<file path="src/rtl/dma_xfer_engine.sv">
// dma_xfer_engine: moves one block of words from src to dst, buffering reads in a FIFO
// and draining them as single-word writes, with rd_done / wr_done completion pulses.
module dma_xfer_engine #(
    parameter int DATA_WIDTH = 32,
    parameter int ADDR_WIDTH = 32,
    parameter int SIZE_WIDTH = 16,
    parameter int FIFO_DEPTH = 8,
    parameter int ADDR_STEP  = 4
) (
    input  logic                  clk,
    input  logic                  rst_n,
    input  logic [ADDR_WIDTH-1:0] cfg_src_addr,
    input  logic [ADDR_WIDTH-1:0] cfg_dst_addr,
    input  logic [SIZE_WIDTH-1:0] cfg_size,
    input  logic                  start,
    output logic                  busy,
    output logic                  rd_req,
    output logic [ADDR_WIDTH-1:0] rd_addr,
    input  logic                  rd_gnt,
    input  logic                  rd_rvalid,
    input  logic [DATA_WIDTH-1:0] rd_rdata,
    output logic                  wr_req,
    output logic [ADDR_WIDTH-1:0] wr_addr,
    output logic [DATA_WIDTH-1:0] wr_data,
    input  logic                  wr_gnt,
    output logic                  rd_done,
    output logic                  wr_done
);
    localparam int AW = $clog2(FIFO_DEPTH);

    typedef enum logic [1:0] {IDLE, RUN, ZDONE} state_e;

    state_e                state_q, state_d;
    logic [ADDR_WIDTH-1:0] src_q, src_d, dst_q, dst_d;
    logic [SIZE_WIDTH-1:0] size_q, size_d;
    logic [SIZE_WIDTH-1:0] rd_issued_q, rd_issued_d, rd_recv_q, rd_recv_d;
    logic [SIZE_WIDTH-1:0] wr_sent_q, wr_sent_d;
    logic [AW-1:0]         wptr_q, wptr_d, rptr_q, rptr_d;
    logic [AW:0]           count_q, count_d;
    logic                  rd_done_q, rd_done_d, wr_done_q, wr_done_d;
    logic [DATA_WIDTH-1:0] mem_q [FIFO_DEPTH];

    logic                  run, launch, rd_fire, push, pop;
    logic [SIZE_WIDTH-1:0] outstanding;
    logic [SIZE_WIDTH:0]   credit;

    assign run         = state_q == RUN;
    assign launch      = state_q == IDLE && start;
    assign outstanding = rd_issued_q - rd_recv_q;
    // words in flight plus words buffered must never exceed the FIFO capacity
    assign credit      = {1'b0, outstanding} + (SIZE_WIDTH+1)'(count_q);
    assign rd_req      = run && rd_issued_q < size_q && credit < (SIZE_WIDTH+1)'(FIFO_DEPTH);
    assign rd_fire     = rd_req && rd_gnt;
    assign push        = run && rd_rvalid && outstanding != '0;
    assign wr_req      = run && count_q != '0;
    assign pop         = wr_req && wr_gnt;
    assign rd_addr     = run ? src_q + ADDR_WIDTH'(rd_issued_q) * ADDR_WIDTH'(ADDR_STEP) : '0;
    assign wr_addr     = run ? dst_q + ADDR_WIDTH'(wr_sent_q) * ADDR_WIDTH'(ADDR_STEP) : '0;
    assign wr_data     = run ? mem_q[rptr_q] : '0;
    assign busy        = state_q != IDLE;
    assign rd_done     = rd_done_q;
    assign wr_done     = wr_done_q;

    always_comb begin
        state_d     = state_q;
        src_d       = src_q;
        dst_d       = dst_q;
        size_d      = size_q;
        rd_issued_d = rd_issued_q;
        rd_recv_d   = rd_recv_q;
        wr_sent_d   = wr_sent_q;
        wptr_d      = wptr_q;
        rptr_d      = rptr_q;
        count_d     = count_q;
        rd_done_d   = 1'b0;
        wr_done_d   = 1'b0;
        if (launch) begin
            src_d       = cfg_src_addr;
            dst_d       = cfg_dst_addr;
            size_d      = cfg_size;
            rd_issued_d = '0;
            rd_recv_d   = '0;
            wr_sent_d   = '0;
            wptr_d      = '0;
            rptr_d      = '0;
            count_d     = '0;
            state_d     = cfg_size == '0 ? ZDONE : RUN;
            rd_done_d   = cfg_size == '0;
        end else begin
            rd_issued_d = rd_issued_q + SIZE_WIDTH'(rd_fire);
            rd_recv_d   = rd_recv_q + SIZE_WIDTH'(push);
            wr_sent_d   = wr_sent_q + SIZE_WIDTH'(pop);
            wptr_d      = wptr_q + AW'(push);
            rptr_d      = rptr_q + AW'(pop);
            count_d     = count_q + (AW+1)'(push) - (AW+1)'(pop);
            rd_done_d   = push && rd_recv_d == size_q;
            wr_done_d   = (pop && wr_sent_d == size_q) || (state_q == ZDONE && rd_done_q);
            state_d     = wr_done_q ? IDLE : state_q;
        end
    end

    always_ff @(posedge clk or negedge rst_n) begin
        if (!rst_n) begin
            state_q     <= IDLE;
            src_q       <= '0;
            dst_q       <= '0;
            size_q      <= '0;
            rd_issued_q <= '0;
            rd_recv_q   <= '0;
            wr_sent_q   <= '0;
            wptr_q      <= '0;
            rptr_q      <= '0;
            count_q     <= '0;
            rd_done_q   <= 1'b0;
            wr_done_q   <= 1'b0;
        end else begin
            state_q     <= state_d;
            src_q       <= src_d;
            dst_q       <= dst_d;
            size_q      <= size_d;
            rd_issued_q <= rd_issued_d;
            rd_recv_q   <= rd_recv_d;
            wr_sent_q   <= wr_sent_d;
            wptr_q      <= wptr_d;
            rptr_q      <= rptr_d;
            count_q     <= count_d;
            rd_done_q   <= rd_done_d;
            wr_done_q   <= wr_done_d;
        end
    end

    // storage needs no reset: wr_data is masked outside RUN and pointers restart on launch
    always_ff @(posedge clk) begin
        if (push) mem_q[wptr_q] <= rd_rdata;
    end
endmodule

</file>
<file path="config.mk">
export PLATFORM = sky130hd
export DESIGN_NAME = dma_xfer_engine
export DESIGN_NICKNAME = d
export VERILOG_FILES = /design/src/rtl/dma_xfer_engine.sv
export SDC_FILE = /design/constraint.sdc
export NUM_CORES = 1
export LEC_CHECK = 0
export CELL_PAD_IN_SITES_DETAIL_PLACEMENT = 1
export CELL_PAD_IN_SITES_GLOBAL_PLACEMENT = 2
export CORE_MARGIN = 4
export CORE_UTILIZATION = 43
export DETAILED_ROUTE_END_ITERATION = 6
export MAX_ROUTING_LAYER = met4
export PLACE_DENSITY = 0.95
export RECOVER_POWER = 50
export SYNTH_ARGS = -nofsm -noshare
export SYNTH_HDL_FRONTEND = slang
export SYNTH_SLANG_ARGS = --single-unit
</file>
<file path="constraint.sdc">
create_clock -name clk -period 13.4 [get_ports clk]
set_input_delay 3.35 -clock clk [delete_from_list [all_inputs] [get_ports clk]]
set_output_delay 3.35 -clock clk [all_outputs]
set_load 0.03 [all_outputs]
</file>
# After elaboration in Yosys (flattened, before gate mapping)
# Memories as Yosys holds them, arrays and structs flattened.
# Cells that the tools add are included.
[totals] ff_bits=142 mem_bits_rw=256 word_cells=64 mem_count=1
[mem_list] memory="mem_q" words=8 width=32 rd=1 rd_ports_with_merged_regs=0 wr=1 line_no="41" rtl="logic [DATA_WIDTH-1:0] mem_q [FIFO_DEPTH];"
[classes] addsub=11 n_lt_le_gt_ge=2 eq_ne=4 muxes=16 n_reduce_logical=18
[op_table] cell="$mux W32" count=3
[op_table] cell="$add A32 B18 Y32" count=2
[op_table] cell="$add A16 B1 Y16" count=3
[op_table] cell="$mux W16" count=3
[op_table] cell="$eq A16 B16 Y1" count=2
[op_table] cell="$add A16 B4 Y17" count=1
[op_table] cell="$lt A17 B4 Y1 const B" count=1
[op_table] cell="$logic_not A16 Y1" count=1
[op_table] cell="$lt A16 B16 Y1" count=1
[op_table] cell="$reduce_bool A16 Y1" count=1
[op_table] cell="$sub A16 B16 Y16" count=1
[op_table] cell="$logic_and A1 B1 Y1" count=11
[op_table] cell="$add A3 B1 Y3" count=2
[op_table] cell="$mux W2" count=3
[op_table] cell="$mux W3" count=2
[op_table] cell="$add A4 B1 Y4" count=1
[op_table] cell="$mux W1" count=4
[op_table] cell="$mux W4" count=1
[op_table] cell="$reduce_bool A2 Y1" count=2
[op_table] cell="$reduce_bool A4 Y1" count=1
[op_table] cell="$sub A4 B1 Y4" count=1
[op_table] cell="$eq A2 B1 Y1 const B" count=1
[op_table] cell="$eq A2 B2 Y1 const B" count=1
[op_table] cell="$logic_not A2 Y1" count=1
[op_table] cell="$logic_or A1 B1 Y1" count=1

# Depth between registers and ports, before layout
[depth] depth_word=8 ltp_mapped=22 depth_no_buf=22

# Least setup slack after synthesis
# No wires, ideal clock.
[synth_path] kind="input port to flip-flop" startpoint="input port rd_rvalid" endpoint="memory mem_q[2][0], enable pin" arrival_time_ps=6910 path_slack_ps=5977 path_stages=2 path_buffers=0 cell_sequence="o311ai_4 -> nor4b_1"
[synth_via] elab_chain_len=4
[synth_rtl] element="start, declared" line_no="20" rtl="input logic rd_rvalid,"
[synth_rtl] element="$logic_and A1 B1 Y1 (2 in series)" line_no="54" rtl="assign push = run && rd_rvalid && outstanding != '0;"
[synth_rtl] element="$mux W1" line_no="134" rtl="if (push) mem_q[wptr_q] <= rd_rdata;"
[synth_rtl] element="$mux W1 (not written as such)" line_no="134"
[synth_rtl] element="end, declared" line_no="41"
# No other way between the ends.

# Worst setup path after layout
[layout_path] startpoint="register rd_issued_q[0]" endpoint="register rd_done_q, in the netlist rd_done"
[layout_via] elab_chain_len=7
[layout_rtl] element="start, declared" line_no="36" rtl="logic [SIZE_WIDTH-1:0] rd_issued_q, rd_issued_d, rd_recv_q, rd_recv_d;"
[layout_rtl] element="start signal, assigned" line_no="121" rtl="rd_issued_q <= rd_issued_d;"
[layout_rtl] element="$sub A16 B16 Y16 (*)" line_no="49" rtl="assign outstanding = rd_issued_q - rd_recv_q;"
[layout_rtl] element="$reduce_bool A16 Y1 (*)" line_no="54"
[layout_rtl] element="$logic_and A1 B1 Y1 (*)" line_no="54"
[layout_rtl] element="$add A16 B1 Y16" line_no="91" rtl="rd_recv_d = rd_recv_q + SIZE_WIDTH'(push);"
[layout_rtl] element="$eq A16 B16 Y1" line_no="96" rtl="rd_done_d = push && rd_recv_d == size_q;"
[layout_rtl] element="$logic_and A1 B1 Y1 (*)" line_no="96"
[layout_rtl] element="$mux W1 (*)" line_no="77" rtl="if (launch) begin"
[layout_rtl] element="named net rd_done_d" line_no="40" rtl="logic rd_done_q, rd_done_d, wr_done_q, wr_done_d;"
[layout_rtl] element="end signal, assigned" line_no="127" rtl="rd_done_q <= rd_done_d;"
[layout_rtl] element="end, declared" line_no="40"
# Mark *: on every way through the listed nets, which the timed path passes. The rest lies on a longest branch.
# A chain may end at the register's enable or synchronous reset.

==> impl_metrics.yaml <==
run_status:
  status: "finished with violations"
  violations: "max-capacitance violations, max-slew violations"
logic_synthesis:
  synthesized_nets: 1698
  largest_family_of_logic_cells_by_synthesized_area: "multiplexers"
  ys_dominant_reg_cell: "sky130_fd_sc_hd__edfxtp_1"
  ys_types: 63
  post_synth_and_or_nand_nor_area_fraction: 0.103
  yosys_warnings: 0
  synthesis.instances: 1496
  ys_seq_elements: 398
  yosys-mux-area-fraction: 0.131
  yosys.area_share.xor_xnor: 0.0566
  synth.yosys.seq_area_share: 0.572
  synth_compound_gate_area_share: 0.0615
  async_reset_ff_frac: 0.357
  mappedNetlistArea_um2: 19600
  synth-edff-count: 256
  syn_avg_cell_area_um2: 13.1
  synth-adder-area-share: 0.0550
cts:
  clk_latency_ps: 590
  path_clk_slew_ps: 60
  tritoncts_clock_tree: "yes"
  root_buffer: "sky130_fd_sc_hd__clkbuf_16"
  ctsHoldBuffers: 0
  clock_tree.buffer_depth: 3
  cts_setup_buffers: 0
  cts_resized: 0
  cts.sinks: 398
  cts_made_buffers: 44
  ctsHtreeMaxLevel: 2
timing:
  setup_viol_count_final: 0
  fin_setup_tns_ps: 0
  final_period_minus_worst_setup_slack_ps: 8850
  max_slew.worst_pin.slew_ps: 4510
  timing.final.crit_share: 0.661
  unrepaired_setup_endpoints_after_global_routing: "false"
  relSlewSlack: -2.00
  fmaxAchievable_mhz: 113
  final.setup_skew_ps: 31.1
  timing.final.hold_violations: 0
  drv_slew: 236
power:
  p_seq_frac: 0.343
  maximum_resistive_drop_on_vdd_uv: 182
  post-layout-total-power_w: 0.00508
  total_leakage_power_nw: 9.21
  share_comb_of_total_power: 0.406
  p_switching_w: 0.00187
  cellInternalPower_w: 0.00321
  power_density_nw_per_um2: 211
  swShare: 0.368
  p_clk_frac: 0.251
routing:
  post_drt_wl_per_cell_um: 23.6
  drc: 0
  detail_route.wirelength_um: 55900
  drt-vias-per-instance: 5.61
  routed-via-count: 13300
  dr_pass1_iterations: 5
  detail_route_antenna_nets: 0
  detail_route.iter0.violations: 977
placed_design:
  gp_congestion: 0.889
  place.port_buffers: 218
  place_hpwl_um: 37900
critical_path:
  r2r-end: "rd_done"
  max_stage_delay_ps: 2630
  worstSetupPathDepth: 21
  critical_path_slowest_stage_cell: "sky130_fd_sc_hd__o311ai_0"
  startpoint_type: "flip-flop"
  worst-endpoint-arrival_ps: 9270
  timing.critical_path.to: "rd_done"
  worstSetupPathType: "flip-flop to flip-flop"
  cpLargestDelayFamily: "compound AO/OA/AOI/OAI gates"
  timing.critical_path.to_type: "flip-flop"
  path_cells: "inv_1 -> ha_1 -> inv_1 -> fa_1 -> a21o_1 -> a22o_1 -> o221a_1 -> or3_1 -> a2111oi_0 -> nand4b_1 -> o311ai_0 -> inv_1 -> ha_1 -> and2_1 -> and3_1 -> xnor2_1 -> nor2_1 -> a21oi_1 -> a2111oi_0 -> o2111ai_1 -> o41ai_1"
  crit_buf_inv: 3
  worst_r2r_startpoint: "rd_issued_q[0]"
  worst_case_register_to_register_setup_slack_ps: 4550
  worstRegToRegCells: 21
  crit_path_frequent_cell: "sky130_fd_sc_hd__inv_1"
  worst_setup_path_startpoint: "rd_issued_q[0]"
  critPathRequiredTime_ps: 13820
  path_max_fanout: 10
global_route:
  grt_first_pass_wirelength_um: 87700
  groute.usage.overall: 0.235
  globalRoute.totalOverflow: 0
  grt_max_degree: 86
  grt_antenna_before_repair: 12
  via_count_of_the_first_global_routing_pass: 14500
die:
  fp.dieArea_um2: 49200
  io_pins: 219
  core_um2: 45300
  die_h_um: 222
  placementRows: 78
  start_util: 0.434
  die_x_um: 222
final_layout:
  final_net_count: 1921
  filler_cell_count: 4563
  flow.area_growth_from_synthesis_pct: 22.6
  final_layout_size_suffix_gt1_frac: 0.135
  multiInputGateArea_um2: 8040
  seqCellArea_um2: 11200
flow_run:
  drv_cap: 5
worst_hold_path:
  timing.hold.worst.class: "flip-flop to flip-flop"
-- cell families after synthesis --
kind of cell	Yosys count
xor+xnor	127
compound gates	188
mux	169
flops	398
buf+inv	107
simple gates	423
fa+ha+maj	84
-- power by group through the flow --
| stage | Clock, W | Sequential (W) | Combinational, W |
|---|---|---|---|
| 6_report | 0.00128 | 0.00174 | 0.00206 |
| 5_1_grt | 0.00137 | 0.00177 | 0.00221 |
| 4_1_cts | 0.00131 | 0.00174 | 0.00209 |
| 3_5_place_dp | 0 | 0.00176 | 0.00206 |
| 3_3_place_gp | 0 | 0.00174 | 0.00201 |
| 2_1_floorplan | 0 | 0.00167 | 0.00137 |
-- state kept, by name, indices dropped and copies added, names as in the netlist, 4 cells and up --
register / flops
src_q: 32
mem_q: 256
count_q: 4
wr_sent_q: 16
rd_recv_q: 16
rd_issued_q: 16
size_q: 16
dst_q: 32
-- cell type report --
cell class                 count  area share
inverter                      49     0.00764
multi-input combinational    991       0.334
tap                          600      0.0312
timing repair buffer         235      0.0952
clock inverter                34      0.0168
sequential                   398       0.467
clock buffer                  48      0.0472
antenna                       12     0.00125
-- metrics by stage --
step,instance area (µm²),util,cells,hold slack (ps),setup slack (ps)
after floorplan,19600,-,1496,473,5980
after global placement,22600,0.498,2273,482,6120
after detailed placement,22600,0.498,2273,499,5970
after CTS,24100,0.532,2355,512,5310
after global routing,24100,0.532,2366,529,4040
final,24100,0.532,2367,516,4550
-- cells in the final DEF (no fill, tap or decap), drive strengths merged, types with 31 or more instances in the layout --
cell type / instances
inv: 50
edfxtp: 256
a21oi: 51
dfrtp: 142
nand3: 42
mux4: 64
nand2: 72
dlygate4sd3: 33
clkbuf: 52
and3: 31
mux2i: 39
mux2: 66
xor2: 59
ha: 80
clkdlybuf4s50: 184
xnor2: 68
nor2: 164
o21ai: 57
-- routing by layer --
metal | global-route usage | vias up | routed length [µm]
li1 | - | 6020 | -
met1 | 0.296 | 6854 | 23600
met2 | 0.395 | 339 | 28100
met3 | 0.0465 | 71 | 3130
met4 | 0.0564 | 0 | 1040
met5 | - | - | 0
-- cell usage after synthesis, types with 44 or more instances --
library cell	number	area [µm²]
sky130_fd_sc_hd__ha_1	80	1000
sky130_fd_sc_hd__nand2_1	72	270
sky130_fd_sc_hd__a21oi_1	51	255
sky130_fd_sc_hd__clkbuf_1	44	165
sky130_fd_sc_hd__o21ai_0	55	275
sky130_fd_sc_hd__nor2_1	164	616
sky130_fd_sc_hd__dfrtp_1	142	3550
sky130_fd_sc_hd__xor2_1	59	517
sky130_fd_sc_hd__xnor2_1	68	596
sky130_fd_sc_hd__inv_1	49	184
sky130_fd_sc_hd__mux2_2	66	743
sky130_fd_sc_hd__mux4_2	64	1440
sky130_fd_sc_hd__edfxtp_1	256	7690
-- worst register-to-register path: stages (launching register included) --
cell	delay [ps]
sky130_fd_sc_hd__dfrtp_1	420
sky130_fd_sc_hd__inv_1	80
sky130_fd_sc_hd__ha_1	160
sky130_fd_sc_hd__inv_1	50
sky130_fd_sc_hd__fa_1	400
sky130_fd_sc_hd__a21o_1	200
sky130_fd_sc_hd__a22o_1	230
sky130_fd_sc_hd__o221a_1	260
sky130_fd_sc_hd__or3_1	370
sky130_fd_sc_hd__a2111oi_0	470
sky130_fd_sc_hd__nand4b_1	150
sky130_fd_sc_hd__o311ai_0	2630
sky130_fd_sc_hd__inv_1	760
sky130_fd_sc_hd__ha_1	480
sky130_fd_sc_hd__and2_1	230
sky130_fd_sc_hd__and3_1	240
sky130_fd_sc_hd__xnor2_1	150
sky130_fd_sc_hd__nor2_1	100
sky130_fd_sc_hd__a21oi_1	60
sky130_fd_sc_hd__a2111oi_0	660
sky130_fd_sc_hd__o2111ai_1	210
sky130_fd_sc_hd__o41ai_1	410
-- how the worst min path moves through the flow --
stage,from,endpoint,slack (ps),cells after the start
3_5_place_dp,dst_q[1],dst_q[1],500,1
3_3_place_gp,src_q[0],src_q[0],480,1
2_1_floorplan,dst_q[0],dst_q[0],470,1
6_report,src_q[7],src_q[7],520,1
4_1_cts,dst_q[1],dst_q[1],510,1
5_1_grt,dst_q[1],dst_q[1],530,1
Power figures use the tool's default switching activity.
==> variant 1, RTL diff (config.mk and constraints unchanged) <==
`SIZE_WIDTH`: 16 -> 32.
--- a/src/rtl/dma_xfer_engine.sv
+++ b/src/rtl/dma_xfer_engine.sv
@@ -5,3 +5,3 @@
     parameter int ADDR_WIDTH = 32,
-    parameter int SIZE_WIDTH = 16,
+    parameter int SIZE_WIDTH = 32,
     parameter int FIFO_DEPTH = 8,
Interface: changed (resized cfg_size); port bits go from 219 to 235. No check against the original RTL was run, so the function may have changed too.
==> variant 1 against the unedited design <==
- the run still ends with capacitance limit, slew limit left
- register-to-register slack improved by 0.89 ns
- synthesized cell count increased by 44%
- die area increased by 27%
- cell count increased by 36%
- fmax down 12%
- core utilization decreased by 1.1 points
- global-route usage rose by 2.6 points
- power down 3.1%
- sequential cell count is 64 higher
- routed wire length up 45%
- synthesized area is 28% higher
- worst setup slack worse by 1.2 ns
- cell area increased by 25%
- largest cell class unchanged
==> variant 1: results (changes against the unedited design) <==
[clock_tree]
cts_buffers = 51  ; was 44
worstSkewPairLatency_ns = 0.63  ; was 0.59 ns
path_clk_slew_ns = 0.06  ; about the same
cts-htree-levels = 2  ; unchanged
root_buffer = clkbuf_16  ; unchanged
cts_setup_buffers = 0  ; unchanged

[placement]
dp_cells = 3102  ; was 2273
dp_hpwl_mm = 55.74  ; was 37.85 mm
numPortBuffers = 234  ; was 218
gp_congestion = 0.8660  ; was 0.8891

[status]
outcome = finished with violations  ; unchanged
violations = capacitance limit, slew limit  ; unchanged

[cells_and_area]
finalNonFillerCells = 3211  ; was 2367
largest_register_ffs = 256  ; unchanged
fin_nets = 2666  ; was 1921
drive_gt1_frac = 0.1097  ; was 0.1350

[grt]
antenna_found_initial = 12  ; unchanged
grt_pass1_vias = 20110  ; was 14490
track_usage = 0.2603  ; was 0.2347
grt_max_degree = 81  ; was 86
grt_pass1_wl_mm = 122.5  ; was 87.70 mm

[setup_path]
critPathMaxStageDelay_ns = 3.21  ; was 2.63 ns
crit_slowest_cell = clkbuf_1  ; was o311ai_0
r2r-start = rd_issued_q[1]$_DFF_PN0_  ; was rd_issued_q[0]$_DFF_PN0_
worstPathMaxFanout = 80  ; was 10
cp_top_family = buffers and inverters  ; was compound AO/OA/AOI/OAI gates
critPathLaunch = rst_n  ; was rd_issued_q[0]$_DFF_PN0_
cp_data_arrival_time_ns = 9.44  ; was 9.27 ns

[power]
peakVddDrop_mv = 0.1532  ; was 0.1818 mV
p_leak_nw = 12.35  ; was 9.212 nW

[route]
routed_wl_mm = 80.82  ; was 55.91 mm
dr.pass1.iters = 5  ; unchanged
via_count = 18580  ; was 13280
drtIter0Drc = 1330  ; was 977
drc = 0  ; unchanged

[yosys]
synth_area_leaders = edfxtp_1 (31%), dfrtp_1 (20%), ha_1 (6.9%), mux4_2 (5.7%), xnor2_1 (5.5%)  ; was edfxtp_1 (39%), dfrtp_1 (18%), mux4_2 (7.3%), ha_1 (5.1%), mux2_2 (3.8%)
synth_edf_count = 256  ; unchanged
synth_warnings = 0  ; unchanged
ys_top_cells_by_count = edfxtp_1 (256), nor2_1 (237), dfrtp_1 (206), xnor2_1 (157), ha_1 (138)  ; was edfxtp_1 (256), nor2_1 (164), dfrtp_1 (142), ha_1 (80), nand2_1 (72)
synthArstFlopShare = 0.4459  ; was 0.3568
synth_seq_area_share = 0.5106  ; was 0.5723
synth_area_per_cell_um2 = 11.67  ; was 13.13 um^2
synth_cell_types = 76  ; was 63
synthesis.nets = 2432  ; was 1698
synthFlopType = edfxtp_1  ; unchanged

[run]
drv_cap = 5  ; unchanged

[timing]
skew_ns = 0.03346  ; was 0.03106 ns
slew_violations = 362  ; was 236
slew_headroom = -2.114  ; was -2.004

[hold_path]
min-delay-start = wr_done$_DFF_PN0_  ; was src_q[7]$_DFFE_PN0P_

## variant 1: changes by cell type in the layout (fill, tap and decap cells not counted), moves of 32 or more
| cell | change |
|---|---|
| a21oi_1 | +32 |
| nor2_1 | +72 |
| dfrtp_1 | +64 |
| xnor2_1 | +89 |
| nand2_1 | +53 |
| ha_1 | +58 |
| inv_1 | +53 |
## variant 1: kinds of logic after synthesis
| logic type | Yosys count | share of synthesized area |
|---|---|---|
| buf+inv | 173 | 0.02631 |
| simple gates | 661 | 0.1264 |
| mux | 163 | 0.09994 |
| flops | 462 | 0.5106 |
| fa+ha+maj | 142 | 0.07183 |
| xor+xnor | 229 | 0.07974 |
| compound gates | 326 | 0.08521 |
## variant 1: layout make-up
class                      count  area (um^2)
sequential                   462        12850
timing repair buffer         252         2456
fill                        6055        27680
clock buffer                  69         1394
multi-input combinational   1521        11720
inverter                     102        382.9
tap                          765        957.2
clock inverter                27        339.1
antenna                       13        32.53
## variant 1: routing by layer
layer  up-vias  share of wire  GRT usage
met5         -              0          -
met1      9418           0.40     0.3061
met2       647           0.50     0.4467
li1       8348              -          -
met3       163          0.064    0.05127
met4         0          0.036    0.09292
## variant 1: worst paths after layout
| path | endpoint | slack, ns | cells past startpoint |
|---|---|---|---|
| setup / recovery | rptr_q[0]$_DFF_PN0_ | 3.32 | 2 |
| hold / removal | state_q[0]$_DFFE_PN0P_ | 0.49 | 1 |
| setup reg to reg | rd_issued_q[31]$_DFF_PN0_ | 5.44 | 28 |
| hold reg to reg | state_q[0]$_DFFE_PN0P_ | 0.49 | 1 |
| max in group clk | rd_req | 4.07 | 19 |
| min in group asynchronous | dst_q[29]$_DFFE_PN0P_ | 4.42 | 1 |
## variant 1: where the power goes
| part | switching, mW | total, mW | internal, mW | leakage (nW) |
|---|---|---|---|---|
| Clock | 0.620 | 1.47 | 0.852 | 0.851 |
| Sequential | 0.133 | 1.82 | 1.68 | 4.94 |
| Combinational | 0.952 | 1.64 | 0.686 | 6.55 |
## variant 1: stage by stage
step	cell area (um^2)	setup slack [ns]	utilization
CTS	30130	4.037	0.5212
floorplan	25150	5.618	-
global placement	28400	4.922	0.4912
detailed placement	28400	4.720	0.4912
global route	30130	1.869	0.5212
finish	30130	3.325	0.5212
==> variant 2, RTL diff (config.mk and constraints unchanged) <==
Without the edit above. Reset style: synchronous (`rst_n`), changed in one clocked block.
--- a/src/rtl/dma_xfer_engine.sv
+++ b/src/rtl/dma_xfer_engine.sv
@@ -101,3 +101,3 @@
 
-    always_ff @(posedge clk or negedge rst_n) begin
+    always_ff @(posedge clk) begin
         if (!rst_n) begin
Behaviour: differs if rst_n is asserted again (counterexample within 4 cycles, from zero or initial values and one cycle with rst_n low); with rst_n held inactive, the same outputs for 4 cycles.
==> variant 2 against the unedited design <==
- the flow still finishes with violations (capacitance limit, slew limit)
- clock skew fell by 0.011 ns
- synthesized area decreased by 0.52%
- routed wire length is 7.6% higher
- sequential cell count stayed put
- hold slack got worse by 0.053 ns
- cell area is 1.5% lower
- worst setup slack better by 1.1 ns
- register-to-register slack gained 3.0 ns
Power is not compared: it rests on default switching activity, and its combinational part moved more than twofold at a synthesized area within 25%.
==> variant 2: results (changes against the unedited design) <==
[setup_path]
worstPathMaxFanout = 8  ; was 10
crit_slowest_cell = a31oi_1  ; was o311ai_0
critPathMaxStageDelay_ns = 0.83  ; was 2.63 ns
end_kind = primary output  ; was flop
cp_data_arrival_time_ns = 4.44  ; was 9.27 ns
r2r-start = rd_recv_q[6]$_SDFF_PP0_  ; was rd_issued_q[0]$_DFF_PN0_

[cells_and_area]
clkbuf_count = 54  ; was 48
num-multi-input-gates = 1166  ; was 991
clock_cell_area_share = 0.05675  ; was 0.06401
seq-cell-share = 0.4441  ; was 0.4671
multi_input_area_share = 0.3610  ; was 0.3337
final_area_um2 = 23720  ; was 24080 um^2
num_antenna_cells = 13  ; was 12
drive_gt1_frac = 0.08605  ; was 0.1350
fillers = 4627  ; was 4563

[hold_path]
min-delay-start = dst_q[1]$_SDFFE_PN0P_  ; was src_q[7]$_DFFE_PN0P_
whs_path_depth = 2  ; was 1

[status]
violations = capacitance limit, slew limit  ; unchanged
outcome = finished with violations  ; unchanged

[yosys]
synthXorXnorAreaFrac = 0.05154  ; was 0.05663
synthesis.nets = 1896  ; was 1698
syn-instance-count = 1694  ; was 1496
ys_top_cells_by_count = edfxtp_1 (256), nand2_1 (213), nor2_1 (176), dfxtp_1 (142), a21boi_0 (82)  ; was edfxtp_1 (256), nor2_1 (164), dfrtp_1 (142), ha_1 (80), nand2_1 (72)
synthArstFlopShare = 0  ; was 0.3568
synthAdderAreaFrac = 0.05532  ; was 0.05504

[grt]
grt_max_degree = 97  ; was 86
track_usage = 0.2459  ; was 0.2347
grt_pass1_wl_mm = 91.61  ; was 87.70 mm
grt_pass1_vias = 15270  ; was 14490

[timing]
slew_headroom = -1.784  ; was -2.004
skew_ns = 0.01980  ; was 0.03106 ns
slew_violations = 305  ; was 236
holdWs_ns = 0.4624  ; was 0.5157 ns
period_minus_slack_ns = 7.792  ; was 8.851 ns

[route]
wl_per_cell_um = 23.74  ; was 23.62 um
via_count = 14330  ; was 13280
drtIter0Drc = 978  ; was 977
dr_wl_met3_mm = 3.174  ; was 3.130 mm
drt-vias-per-instance = 5.655  ; was 5.612

[run]
drv_cap = 6  ; was 5

[placement]
dp_hpwl_mm = 39.96  ; was 37.85 mm
dpl_cell_area_um2 = 22380  ; was 22560 um^2
dp_slack_ns = 6.192  ; was 5.967 ns
gp_congestion = 0.8763  ; was 0.8891

[floorplanning]
tapCellCount = 592  ; was 600

[variant 2: worst reg2reg max path: stages, from the launching register on]
cell	delay, ns
dfxtp_1	0.47
inv_1	0.13
ha_1	0.38
a211oi_1	0.29
nand3_1	0.14
a21oi_2	0.23
nor3_1	0.12
or3_1	0.35
a211o_1	0.34
a2111oi_4	0.32
buf_4	0.31
nor2_1	0.16
ha_1	0.28
ha_1	0.24
xnor2_1	0.26
xnor2_1	0.10
nor4_1	0.34
nand4_1	0.15
or4_1	0.54
nor3_1	0.23
o2111ai_1	0.19
o31ai_2	0.20
[variant 2: report_power, final]
group | leakage, nW | internal, mW | switching, mW
Combinational | 4.05 | 0.110 | 0.159
Sequential | 3.46 | 1.33 | 0.0206
Clock | 0.660 | 0.672 | 0.494
[variant 2: metal layers]
| metal | up-vias | track usage |
|---|---|---|
| met4 | 0 | 0.08536 |
| met3 | 115 | 0.04320 |
| met1 | 7202 | 0.2858 |
| li1 | 6608 | - |
| met5 | - | - |
| met2 | 404 | 0.4320 |
